===== config.mk =====
export PLATFORM = sky130hd
export DESIGN_NAME = pipeline_perf_monitor
export DESIGN_NICKNAME = d
export VERILOG_FILES = /design/src/rtl/pipeline_perf_monitor.sv
export SDC_FILE = /design/constraint.sdc
export NUM_CORES = 1
export LEC_CHECK = 0
export BUFFER_PORTS_ARGS = -buffer_cell sky130_fd_sc_hd__buf_2
export CAP_MARGIN = 10
export CORE_UTILIZATION = 55
export CTS_CLUSTER_DIAMETER = 60
export DETAILED_ROUTE_END_ITERATION = 10
export GPL_TIMING_DRIVEN = 0
export PLACE_DENSITY = 0.74
export SLEW_MARGIN = 20
export SYNTH_ARGS = -nofsm -noshare
export SYNTH_HDL_FRONTEND = slang
export SYNTH_SLANG_ARGS = --single-unit

===== constraint.sdc =====
create_clock -name clk -period 7.5 [get_ports clk]
set_input_delay 0.375 -clock clk [delete_from_list [all_inputs] [get_ports clk]]
set_output_delay 0.375 -clock clk [all_outputs]
set_load 0.02 [all_outputs]

===== src/rtl/pipeline_perf_monitor.sv =====
// Performance monitor: counts cycles and event strobes during a run, stops at MAX_CYCLES,
// registered select/read port. Optional counter saturation enabled by PERF_MON_SAT_EN.
module pipeline_perf_monitor #(
   parameter int unsigned NUM_EVT    = 4,
   parameter int unsigned CNT_W      = 32,
   parameter int unsigned SEL_W      = 4,
   parameter int unsigned MAX_CYCLES = 500
) (
   input  logic               clk,
   input  logic               rst,
   input  logic               start,
   input  logic               clear,
   input  logic [NUM_EVT-1:0] evt_i,
   input  logic               rd_en_i,
   input  logic [SEL_W-1:0]   rd_sel_i,
   output logic [CNT_W-1:0]   rd_data_o,
   output logic               rd_valid_o,
   output logic [CNT_W-1:0]   cycle_o,
   output logic               running_o,
   output logic               limit_hit_o,
   output logic [NUM_EVT:0]   sat_o
);

   localparam logic [CNT_W-1:0] MAX_C = CNT_W'(MAX_CYCLES);

   typedef enum logic [1:0] {
      ST_IDLE = 2'd0,
      ST_RUN  = 2'd1,
      ST_DONE = 2'd2
   } state_e;

   state_e           state_q, state_d;
   logic             running_q, running_d;
   logic             limit_q, limit_d;
   logic [CNT_W-1:0] cycle_q, cycle_d;
   logic [CNT_W-1:0] evt_cnt_q [NUM_EVT];
   logic [CNT_W-1:0] evt_cnt_d [NUM_EVT];
   logic [CNT_W-1:0] rd_data_q, rd_data_d;
   logic             rd_valid_q, rd_valid_d;
   logic [CNT_W-1:0] rd_mux;
   logic             count_en;
`ifdef PERF_MON_SAT_EN
   logic [NUM_EVT:0] sat_q, sat_d;
`endif

   // The edge that takes IDLE into RUN already counts, so counting keys off start, not state.
   assign count_en = !clear && start && (state_q != ST_DONE);

   // Counter next-values
   always_comb begin
      cycle_d = cycle_q;
      for (int k = 0; k < NUM_EVT; k++) evt_cnt_d[k] = evt_cnt_q[k];
`ifdef PERF_MON_SAT_EN
      sat_d = sat_q;
      if (count_en) begin
         if (&cycle_q) sat_d[NUM_EVT] = 1'b1;
         else          cycle_d = cycle_q + CNT_W'(1);
         for (int k = 0; k < NUM_EVT; k++) begin
            if (evt_i[k]) begin
               if (&evt_cnt_q[k]) sat_d[k] = 1'b1;
               else               evt_cnt_d[k] = evt_cnt_q[k] + CNT_W'(1);
            end
         end
      end
      if (clear) sat_d = '0;
`else
      if (count_en) begin
         cycle_d = cycle_q + CNT_W'(1);
         for (int k = 0; k < NUM_EVT; k++) begin
            if (evt_i[k]) evt_cnt_d[k] = evt_cnt_q[k] + CNT_W'(1);
         end
      end
`endif
      if (clear) begin
         cycle_d = '0;
         for (int k = 0; k < NUM_EVT; k++) evt_cnt_d[k] = '0;
      end
   end

   // Next-state logic
   always_comb begin
      state_d = state_q;
      if (clear) begin
         state_d = ST_IDLE;
      end else begin
         case (state_q)
            ST_IDLE: if (start) state_d = (cycle_d == MAX_C) ? ST_DONE : ST_RUN;
            ST_RUN: begin
               if (!start)                 state_d = ST_IDLE;
               else if (cycle_d == MAX_C)  state_d = ST_DONE;
            end
            ST_DONE: state_d = ST_DONE;
            default: state_d = ST_IDLE;
         endcase
      end
   end

   // Status outputs decoded from the next state so they leave straight from flops
   always_comb begin
      running_d = 1'b0;
      limit_d   = 1'b0;
      case (state_d)
         ST_RUN:  running_d = 1'b1;
         ST_DONE: limit_d   = 1'b1;
         default: ;
      endcase
   end

   // Read mux returns the pre-increment value; out-of-range selects read as zero
   always_comb begin
      rd_mux = '0;
      for (int k = 0; k < NUM_EVT; k++) begin
         if (rd_sel_i == SEL_W'(k)) rd_mux = evt_cnt_q[k];
      end
      if (rd_sel_i == SEL_W'(NUM_EVT)) rd_mux = cycle_q;
   end

   always_comb begin
      rd_valid_d = rd_en_i;
      rd_data_d  = rd_en_i ? rd_mux : rd_data_q;
   end

   // State register
   always_ff @(posedge clk) begin
      if (rst) begin
         state_q   <= ST_IDLE;
         running_q <= 1'b0;
         limit_q   <= 1'b0;
      end else begin
         state_q   <= state_d;
         running_q <= running_d;
         limit_q   <= limit_d;
      end
   end

   // Counter and read-port registers
   always_ff @(posedge clk) begin
      if (rst) begin
         cycle_q    <= '0;
         for (int k = 0; k < NUM_EVT; k++) evt_cnt_q[k] <= '0;
         rd_data_q  <= '0;
         rd_valid_q <= 1'b0;
`ifdef PERF_MON_SAT_EN
         sat_q      <= '0;
`endif
      end else begin
         cycle_q    <= cycle_d;
         for (int k = 0; k < NUM_EVT; k++) evt_cnt_q[k] <= evt_cnt_d[k];
         rd_data_q  <= rd_data_d;
         rd_valid_q <= rd_valid_d;
`ifdef PERF_MON_SAT_EN
         sat_q      <= sat_d;
`endif
      end
   end

   assign rd_data_o   = rd_data_q;
   assign rd_valid_o  = rd_valid_q;
   assign cycle_o     = cycle_q;
   assign running_o   = running_q;
   assign limit_hit_o = limit_q;
`ifdef PERF_MON_SAT_EN
   assign sat_o       = sat_q;
`else
   assign sat_o       = '0;
`endif

endmodule

==> out/qor.yml, run 1 <==
met3_usage_pct: 5.44
p_comb_share_pct: 4.8
insertedDiodeCount: 0
syn_avg_cell_area_sq_um: 8.28
cts_buffer_depth: 2
wl_microns: 27800
worst_path_max_delay_cell: "o311ai_0"
ys_seq_area_share_pct: 40.7
slowest_delay_ns: 0.72
grt_pass1_vias: 8039
finalCriticalPeriod_ns: 3.35
internal-power_mw: 1.62
fin_crit_sh_pct: 44.7
synth_ff_type: "dfxtp_1"
clock_skew_ns: 0.00941
r2r-start: "state_q[1]"
max_freq_ghz: 0.298
yosysTopAreaCell: "dfxtp_1"
required_ns: 7.84
synth_compound_area_share_pct: 11.1
grt.busiest_layer: "met2"
cts_sinks: 197
path_buf_inv: 2
r2r-end: "state_q[0]"
vdd_drop_max_uv: 167
grt_max_degree: 18
gr-total-overflow: 0
worstSetupPathType: "reg2reg"
yosys_warnings: 0
yosysUniqueCellTypes: 55
synth_top_family_by_area: "simple AND/OR/NAND/NOR gates"
hpwl_microns: 20700
cp_top_family: "simple AND/OR/NAND/NOR gates"
drc_errors: 0
drtAntennaViolNets: 0
relSlewSlack_pct: 31.3
gp_congestion: 0.936
die_w_microns: 135
synthAdderAreaFrac_pct: 0.645
yosysTopAreaCellShare_pct: 40.7
worst_setup_path_end_kind: "flop"
start_util_pct: 56.2
startpoint_type: "flop"
synth.top_cells.by_area: "dfxtp_1 41%, nor2_1 7.7%, xor2_1 7.4%"
antenna_found_initial: 0
num_rows: 48
timing.final.hold_violations: 0
syn_inst: 1171
cts_root_buffer: "clkbuf_16"
grt_pass1_wl_microns: 42900
swShare_pct: 23.9
synthArstFlopShare_pct: 0
final_cell_count_no_fill: 1507
core_sq_um: 17200
p_switching_mw: 0.509
path_cells: "nor2b_1 -> buf_2 -> or3_4 -> clkbuf_1 -> nor2_1 -> o311ai_0 -> nand4_1 -> nor4_2 -> nand3_1 -> and3b_1"
fin_setup_tns_ns: 0
hold_class: "in2reg"
dr.pass1.iters: 5
worst-r2r-setup-slack_ns: 4.15
place_inst: 1475
cts_hold_buf: 0
cts_resized: 0
path_max_fanout: 10
rsz0062_at_grt: "no"
die_area_sq_um: 18200
min_from: "evt_i[3]"
tightest_slew_ns: 1.02
syn_area_sq_um: 9690
ys_seq_elements: 197
reg2regPathDepth: 10
ioPinCount: 85
drv_cap: 0
viasPerCell: 5.95
worst_ep_arrival_time_ns: 3.69
crit_cells: 10
post_cts_buffers: 0
p_leak_nw: 3.77
clk-insertion-delay-late_ns: 0.45
globalRouteTotalUtil_pct: 31.0
drt-initial-drc-count: 771
finalMaxSlewViolations: 0
hold_ws_ns: 0.236
pwr_density_cell_nw_per_um2: 194
synth.area.mux_share_pct: 3.82
crit_start: "state_q[1]"
htree_num_levels: 4
outcome: "finished clean"
drt-wirelength-per-cell_microns: 18.4
cts.clk_slew.worst_paths_ns: 0.07
cts_tree: "built"
grt_util_met2_pct: 48.0
clkPwrFrac_pct: 45.3
syn2layout_area_growth_pct: 13.4
setup_viol: 0
portBuffers: 75
met1_usage_pct: 41.5
endpoint: "state_q[0]"
layout-drive-gt1-share_pct: 11.2
die_h_microns: 135
synth_edf_count: 0
via_count: 8962
synth_xor_area_share_pct: 12.0
p_seq_share_pct: 49.9
synthSimpleGateAreaFrac_pct: 27.8
fin_nets: 1287
cts_inserted_buffers: 17
layer usage:
metal | vias to the layer above | part of all wire, %
li1 | 4304 | -
met1 | 4230 | 43
met2 | 362 | 45
met3 | 66 | 7.4
met4 | 0 | 4.3
met5 | - | 0
final cells by class:
cell class | instances | area (sq um)
buffer | 72 | 318
clock buffer | 18 | 439
timing repair buffer | 75 | 375
inverter | 15 | 56.3
multi-input combinational | 891 | 5400
clock inverter | 14 | 178
tap | 225 | 282
fill | 1505 | 6250
sequential | 197 | 3940
synth_stat cells (2+ instances only):
library cell / instances
xor2_1: 82
ha_1: 5
mux2i_1: 37
and2_1: 6
a21oi_1: 30
xnor2_1: 51
nor2b_1: 7
buf_4: 5
a221oi_1: 11
o211a_1: 3
nor3_2: 3
nor3b_1: 3
nand2b_1: 3
nor4_2: 4
or3_1: 24
a211oi_1: 11
nor4_1: 8
or4_1: 3
and3_1: 22
and3b_1: 2
o31ai_1: 2
inv_1: 15
buf_1: 3
nor3_1: 17
buf_2: 11
nor4b_1: 3
nand4_1: 44
and4_1: 14
buf_6: 2
nand2_1: 104
a22oi_1: 22
nor2_1: 199
clkbuf_1: 51
o21ai_0: 56
nand3_1: 68
o2111ai_1: 23
dfxtp_1: 197
or2_2: 3
state kept, by name, indices dropped and copies added (netlist names):
| signal | cells |
|---|---|
| cycle_o | 32 |
| evt_cnt_q | 128 |
| limit_hit_o | 1 |
| rd_data_o | 32 |
| rd_valid_o | 1 |
| running_o | 1 |
| state_q | 2 |
layout by cell type, fill, tap and decap left out, types with 4 or more instances in the layout:
cell        instances
clkbuf_1           51
nor2b_1             7
a211oi_1           11
nand2_1           104
mux2i_1            37
and3_1             22
and4_1             14
clkbuf_16          17
inv_1              15
xnor2_1            51
o21ai_0            56
clkinvlp_4          6
buf_2              86
and2_1              6
nand4_1            44
nor4_1              8
dfxtp_1           197
o2111ai_1          23
a21oi_1            30
conb_1              5
nand3_1            68
xor2_1             82
buf_4               5
nor3_1             17
nor4_2              4
ha_1                5
a221oi_1           11
or3_1              24
nor2_1            199
a22oi_1            22
power groups by stage:
stage                     Sequential [mW]  Clock, mW  Combinational [mW]
after floorplan                      1.10          0              0.0547
after global placement               1.09          0              0.0990
after detailed placement             1.09          0               0.101
after CTS                            1.06      0.971               0.101
after global routing                 1.06       1.02               0.110
final                                1.06      0.965               0.102
worst min-delay path by stage:
stage                       end  slack [ns]  cells after the start
3_3_place_gp   evt_cnt_q[1][31]        0.47                      2
3_5_place_dp      rd_data_o[29]        0.48                      2
6_report        evt_cnt_q[3][1]        0.24                      3
4_1_cts         evt_cnt_q[3][1]        0.24                      3
5_1_grt         evt_cnt_q[3][1]        0.26                      3
2_1_floorplan  evt_cnt_q[1][31]        0.46                      2
worst min-delay path: stages:
cell	delay [ns]
buf_2	0.13
nand3_1	0.08
a21oi_1	0.05
cell families after synthesis:
family	count (synthesis)
compound gates	165
xor+xnor	133
fa+ha+maj	5
buf+inv	87
flops	197
mux	37
other cells	1
simple gates	546
per-stage QoR:
step | util (%) | power (mW) | cell area (sq um) | setup WS (ns)
after floorplan | - | 1.15 | 9710 | 4.89
after global placement | 60.1 | 1.19 | 10400 | 4.34
after detailed placement | 60.2 | 1.19 | 10400 | 4.32
after CTS | 63.7 | 2.14 | 11000 | 4.35
after global routing | 63.7 | 2.19 | 11000 | 4.02
final | 63.7 | 2.13 | 11000 | 4.15
No activity file was read; power rests on OpenSTA's default activity.
==> inputs of run 2 (changes only) <==
==> constraint.sdc (replaced) <==
create_clock -name clk -period 3.3 [get_ports clk]
set_input_delay 0.165 -clock clk [delete_from_list [all_inputs] [get_ports clk]]
set_output_delay 0.165 -clock clk [all_outputs]
set_load 0.02 [all_outputs]
==> out/qor.yml, run 2 (synthesized netlist as in run 1, its figures left out) <==
worst_ep_arrival_time_ns: 3.53  # was 3.69 ns
clock_skew_ns: 0.00926  # was 0.00941 ns
num_rows: 48  # unchanged
finalCriticalPeriod_ns: 3.19  # was 3.35 ns
grt_pass1_wl_microns: 42900  # unchanged
hold_class: "in2reg"  # unchanged
via_count: 8996  # was 8962
cts_hold_buf: 0  # unchanged
die_area_sq_um: 18200  # unchanged
cts_root_buffer: "clkbuf_16"  # unchanged
power_mw: 4.84  # was 2.13 mW
n_fill_cell: 1505  # unchanged
layout-drive-gt1-share_pct: 11.2  # unchanged
multi_input_area_sq_um: 5400  # unchanged
finalMaxSlewViolations: 0  # unchanged
pwr_density_cell_nw_per_um2: 441  # was 194 nW/um^2
post_cts_buffers: 0  # unchanged
gp_congestion: 0.936  # unchanged
gr-total-overflow: 0  # unchanged
r2r-start: "cycle_o[3]"  # was state_q[1]
clk-insertion-delay-late_ns: 0.45  # about the same
fin_nets: 1287  # unchanged
insertedDiodeCount: 0  # unchanged
vdd_drop_max_uv: 380  # was 167 uV
wl_microns: 27800  # about the same
regArea_sq_um: 3940  # unchanged
largest-register: "evt_cnt_q"  # unchanged
drv_cap: 0  # unchanged
max_freq_ghz: 0.314  # was 0.298 GHz
fin_crit_sh_pct: 96.6  # was 44.7%
crit_start: "cycle_o[3]"  # was state_q[1]
drc_errors: 0  # unchanged
hold_ws_ns: 0.0272  # was 0.236 ns
antenna_found_initial: 0  # unchanged
cts_resized: 0  # unchanged
cts.clk_slew.worst_paths_ns: 0.07  # about the same
drt-wirelength-per-cell_microns: 18.5  # was 18.4 microns
rsz0062_at_grt: "no"  # unchanged
p_leak_nw: 3.77  # about the same
met3_usage_pct: 5.44  # unchanged
worst_setup_path_end_kind: "flop"  # unchanged
ioPinCount: 85  # unchanged
tightest_slew_ns: 1.01  # was 1.02 ns
grt_pass1_vias: 8039  # unchanged
cts_sinks: 197  # unchanged
startpoint_type: "flop"  # unchanged
portBuffers: 75  # unchanged
hpwl_microns: 20700  # unchanged
fin_setup_tns_ns: 0  # unchanged
path_max_fanout: 10  # unchanged
globalRouteTotalUtil_pct: 31.0  # unchanged
layout_common_cells: "199 x nor2_1, 197 x dfxtp_1, 104 x nand2_1"  # unchanged
required_ns: 3.64  # was 7.84 ns
grt_max_degree: 18  # unchanged
min_from: "evt_i[3]"  # unchanged
worstSetupPathType: "reg2reg"  # unchanged
outcome: "finished clean"  # unchanged
htree_num_levels: 4  # unchanged
relSlewSlack_pct: 32.0  # was 31.3%
layout_commonest_cell: "nor2_1"  # unchanged
largest_reg_flops: 128  # unchanged
cts_inserted_buffers: 17  # unchanged
core_sq_um: 17200  # unchanged
met1_usage_pct: 41.5  # unchanged
start_util_pct: 56.2  # unchanged
syn2layout_area_growth_pct: 13.4  # unchanged
cts_tree: "built"  # unchanged
timing.final.hold_violations: 0  # unchanged
die_h_microns: 135  # unchanged
viasPerCell: 5.97  # was 5.95
die_w_microns: 135  # unchanged
drtAntennaViolNets: 0  # unchanged
grt_util_met2_pct: 48.0  # unchanged
drt-initial-drc-count: 773  # was 771
cts_buffer_depth: 2  # unchanged
dr.pass1.iters: 5  # unchanged
setup_viol: 0  # unchanged
grt.busiest_layer: "met2"  # unchanged
==> run 2: cell type report <==
| class | count | share of cell area [%] |
|---|---|---|
| buffer | 72 | 2.89 |
| clock buffer | 18 | 4.00 |
| clock inverter | 14 | 1.62 |
| inverter | 15 | 0.512 |
| multi-input combinational | 891 | 49.1 |
| sequential | 197 | 35.9 |
| tap | 225 | 2.56 |
| timing repair buffer | 75 | 3.42 |
==> run 2: report_power, final <==
part	internal (mW)	switching [mW]
logic	0.0659	0.167
clock network	1.22	0.974
registers	2.40	0.0172
total	3.68	1.16
==> run 2: path summary, 6_finish.rpt <==
check	end	slack, ns	depth (start not counted)
max	state_q[0]	0.11	10
min	evt_cnt_q[3][1]	0.03	3
max reg2reg	state_q[0]	0.11	10
min reg2reg	evt_cnt_q[1][1]	0.49	2
==> run 2: layer usage <==
metal / up-vias / share of wire, %
li1: 4299 / -
met1: 4252 / 43
met2: 377 / 45
met3: 68 / 7.6
met4: 0 / 4.3
met5: - / 0
==> run 2: stage by stage <==
step	cells	setup slack, ns	util, %	instance area, sq um
4_1_cts	1507	0.151	63.7	11000
5_1_grt	1507	0.0181	63.7	11000
3_5_place_dp	1475	0.160	60.2	10400
6_report	1507	0.112	63.7	11000
3_3_place_gp	1475	0.180	60.1	10400
2_1_floorplan	1175	0.739	-	9710
==> run 2: worst max-delay path: stages (launching register included) <==
cell and delay [ns]:
dfxtp_1 0.33, buf_2 0.19, and4_1 0.23, nand3_1 0.27
clkbuf_1 0.34, nor3_1 0.50, xnor2_1 0.24, nand4_1 0.21
nor4_2 0.42, nand3_1 0.15, and3b_1 0.21
==> inputs of run 3 (changes only) <==
--- a/config.mk
+++ b/config.mk
@@ -8,6 +8,7 @@
 export BUFFER_PORTS_ARGS = -buffer_cell sky130_fd_sc_hd__buf_2
 export CAP_MARGIN = 10
 export CORE_UTILIZATION = 55
+export CTS_BUF_LIST = sky130_fd_sc_hd__clkbuf_4 sky130_fd_sc_hd__clkbuf_8
 export CTS_CLUSTER_DIAMETER = 60
 export DETAILED_ROUTE_END_ITERATION = 10
 export GPL_TIMING_DRIVEN = 0
==> out/qor.yml, run 3 (synthesized netlist as in run 1, its figures left out) <==
outcome: "finished clean"  # unchanged
setup_viol: 0  # unchanged
drtAntennaViolNets: 0  # unchanged
die_area_sq_um: 18200  # unchanged
vdd_drop_max_uv: 379  # was 380 uV
relSlewSlack_pct: 31.3  # was 32.0%
grt_max_degree: 18  # unchanged
grt_pass1_wl_microns: 42400  # was 42900 microns
drv_cap: 0  # unchanged
slowest_delay_ns: 0.56  # was 0.50 ns
cts_buffer_depth: 2  # unchanged
dr.pass1.iters: 5  # unchanged
clk-insertion-delay-late_ns: 0.49  # was 0.45 ns
gp_congestion: 0.936  # unchanged
drc_errors: 0  # unchanged
largest_reg_flops: 128  # unchanged
wl_microns: 27500  # was 27800 microns
max_freq_ghz: 0.314  # about the same
layout-drive-gt1-share_pct: 11.2  # about the same
n_fill_cell: 1538  # was 1505
cts_root_buffer: "clkbuf_8"  # was clkbuf_16
worst_ep_arrival_time_ns: 3.57  # was 3.53 ns
path_max_fanout: 10  # unchanged
antenna_found_initial: 0  # unchanged
power_mw: 4.34  # was 4.84 mW
die_h_microns: 135  # unchanged
syn2layout_area_growth_pct: 11.7  # was 13.4%
layout_common_cells: "199 x nor2_1, 197 x dfxtp_1, 104 x nand2_1"  # unchanged
fin_setup_tns_ns: 0  # unchanged
tightest_slew_ns: 1.02  # was 1.01 ns
ioPinCount: 85  # unchanged
htree_num_levels: 4  # unchanged
cts_inserted_buffers: 17  # unchanged
finalCriticalPeriod_ns: 3.18  # was 3.19 ns
insertedDiodeCount: 0  # unchanged
timing.final.hold_violations: 0  # unchanged
largest-register: "evt_cnt_q"  # unchanged
required_ns: 3.69  # was 3.64 ns
cts.clk_slew.worst_paths_ns: 0.11  # was 0.07 ns
pwr_density_cell_nw_per_um2: 401  # was 441 nW/um^2
post_cts_buffers: 0  # unchanged
num_rows: 48  # unchanged
worst_path_max_delay_cell: "o311ai_1"  # was nor3_1
grt_pass1_vias: 7961  # was 8039
rsz0062_at_grt: "no"  # unchanged
via_count: 8958  # was 8996
layout_commonest_cell: "nor2_1"  # unchanged
worstSetupPathType: "reg2reg"  # unchanged
drt-wirelength-per-cell_microns: 18.2  # was 18.5 microns
finalMaxSlewViolations: 0  # unchanged
die_w_microns: 135  # unchanged
drt-initial-drc-count: 763  # was 773
clock_skew_ns: 0.0143  # was 0.00926 ns
startpoint_type: "flop"  # unchanged
core_sq_um: 17200  # unchanged
fin_nets: 1290  # was 1287
hold_class: "in2reg"  # unchanged
globalRouteTotalUtil_pct: 30.6  # was 31.0%
hpwl_microns: 20700  # unchanged
start_util_pct: 56.2  # unchanged
viasPerCell: 5.93  # was 5.97
p_leak_nw: 3.70  # was 3.77 nW
cts_sinks: 197  # unchanged
fin_crit_sh_pct: 96.4  # was 96.6%
gr-total-overflow: 0  # unchanged
cts_tree: "built"  # unchanged
portBuffers: 75  # unchanged
worst_setup_path_end_kind: "flop"  # unchanged
path_cells: "nor2b_1 -> buf_2 -> or3_4 -> clkbuf_1 -> nor2_1 -> o311ai_1 -> nand4_1 -> nor4_2 -> nand3_1 -> and3b_1"  # was buf_2 -> and4_1 -> nand3_1 -> clkbuf_1 -> nor3_1 -> xnor2_1 -> nand4_1 -> nor4_2 -> nand3_1 -> and3b_1
[run 3: cell types whose count changed in the layout (fill, tap and decap cells not counted)]
cell,delta
clkbuf_16,-17
clkbuf_8,+17
dlygate4sd3_1,+3
[run 3: area by class of cell]
class	instances	area [sq um]	share of cell area (%)
timing repair buffer	78	405	3.74
clock inverter	14	178	1.64
tap	225	282	2.60
sequential	197	3940	36.4
inverter	15	56.3	0.520
clock buffer	18	248	2.29
buffer	72	318	2.94
multi-input combinational	891	5400	49.8
[run 3: path summary, 6_finish.rpt]
check / start / to / slack, ns / cells after the start
worst min register to register: evt_cnt_q[1][1] / evt_cnt_q[1][1] / 0.50 / 2
worst max register to register: state_q[1] / state_q[0] / 0.12 / 10
worst min-delay path: clear / cycle_o[1] / 0.05 / 3
worst max-delay path: state_q[1] / state_q[0] / 0.12 / 10
[run 3: stage by stage]
stage / hold WS, ns / cells / utilization (%) / worst slack (ns) / cell area [sq um]
after global routing: 0.0510 / 1510 / 62.8 / 0.0157 / 10800
final: 0.0494 / 1510 / 62.8 / 0.118 / 10800
after global placement: 0.467 / 1475 / 60.1 / 0.180 / 10400
after CTS: 0.0297 / 1510 / 62.8 / 0.147 / 10800
after floorplan: 0.325 / 1175 / - / 0.739 / 9710
after detailed placement: 0.483 / 1475 / 60.2 / 0.160 / 10400
[run 3: timing repair]
item / CTS / global route
hold buffers: 3 / 0
resized for setup: 0 / 1
hold endpoints to repair: 3 / 0
setup endpoints to repair: 0 / 4
[run 3: where the power goes]
group | internal [mW] | switching (mW)
registers | 2.40 | 0.0171
clock network | 0.776 | 0.915
logic | 0.0682 | 0.167
[run 3: critical path, delay by kind of cell, from the launching register on]
kind,cells,cell delay (ns)
AO/OA/AOI/OAI,1,0.56
buffers and inverters,2,0.75
flip-flops,1,0.36
AND/OR/NAND/NOR,7,1.41
[run 3: layer usage]
| metal | vias up | share of wire [%] | global-route usage [%] |
|---|---|---|---|
| met5 | - | 0 | 0 |
| li1 | 4302 | - | - |
| met3 | 65 | 7.5 | 5.41 |
| met4 | 0 | 3.9 | 14.9 |
| met1 | 4211 | 44 | 41.5 |
| met2 | 380 | 45 | 47.0 |
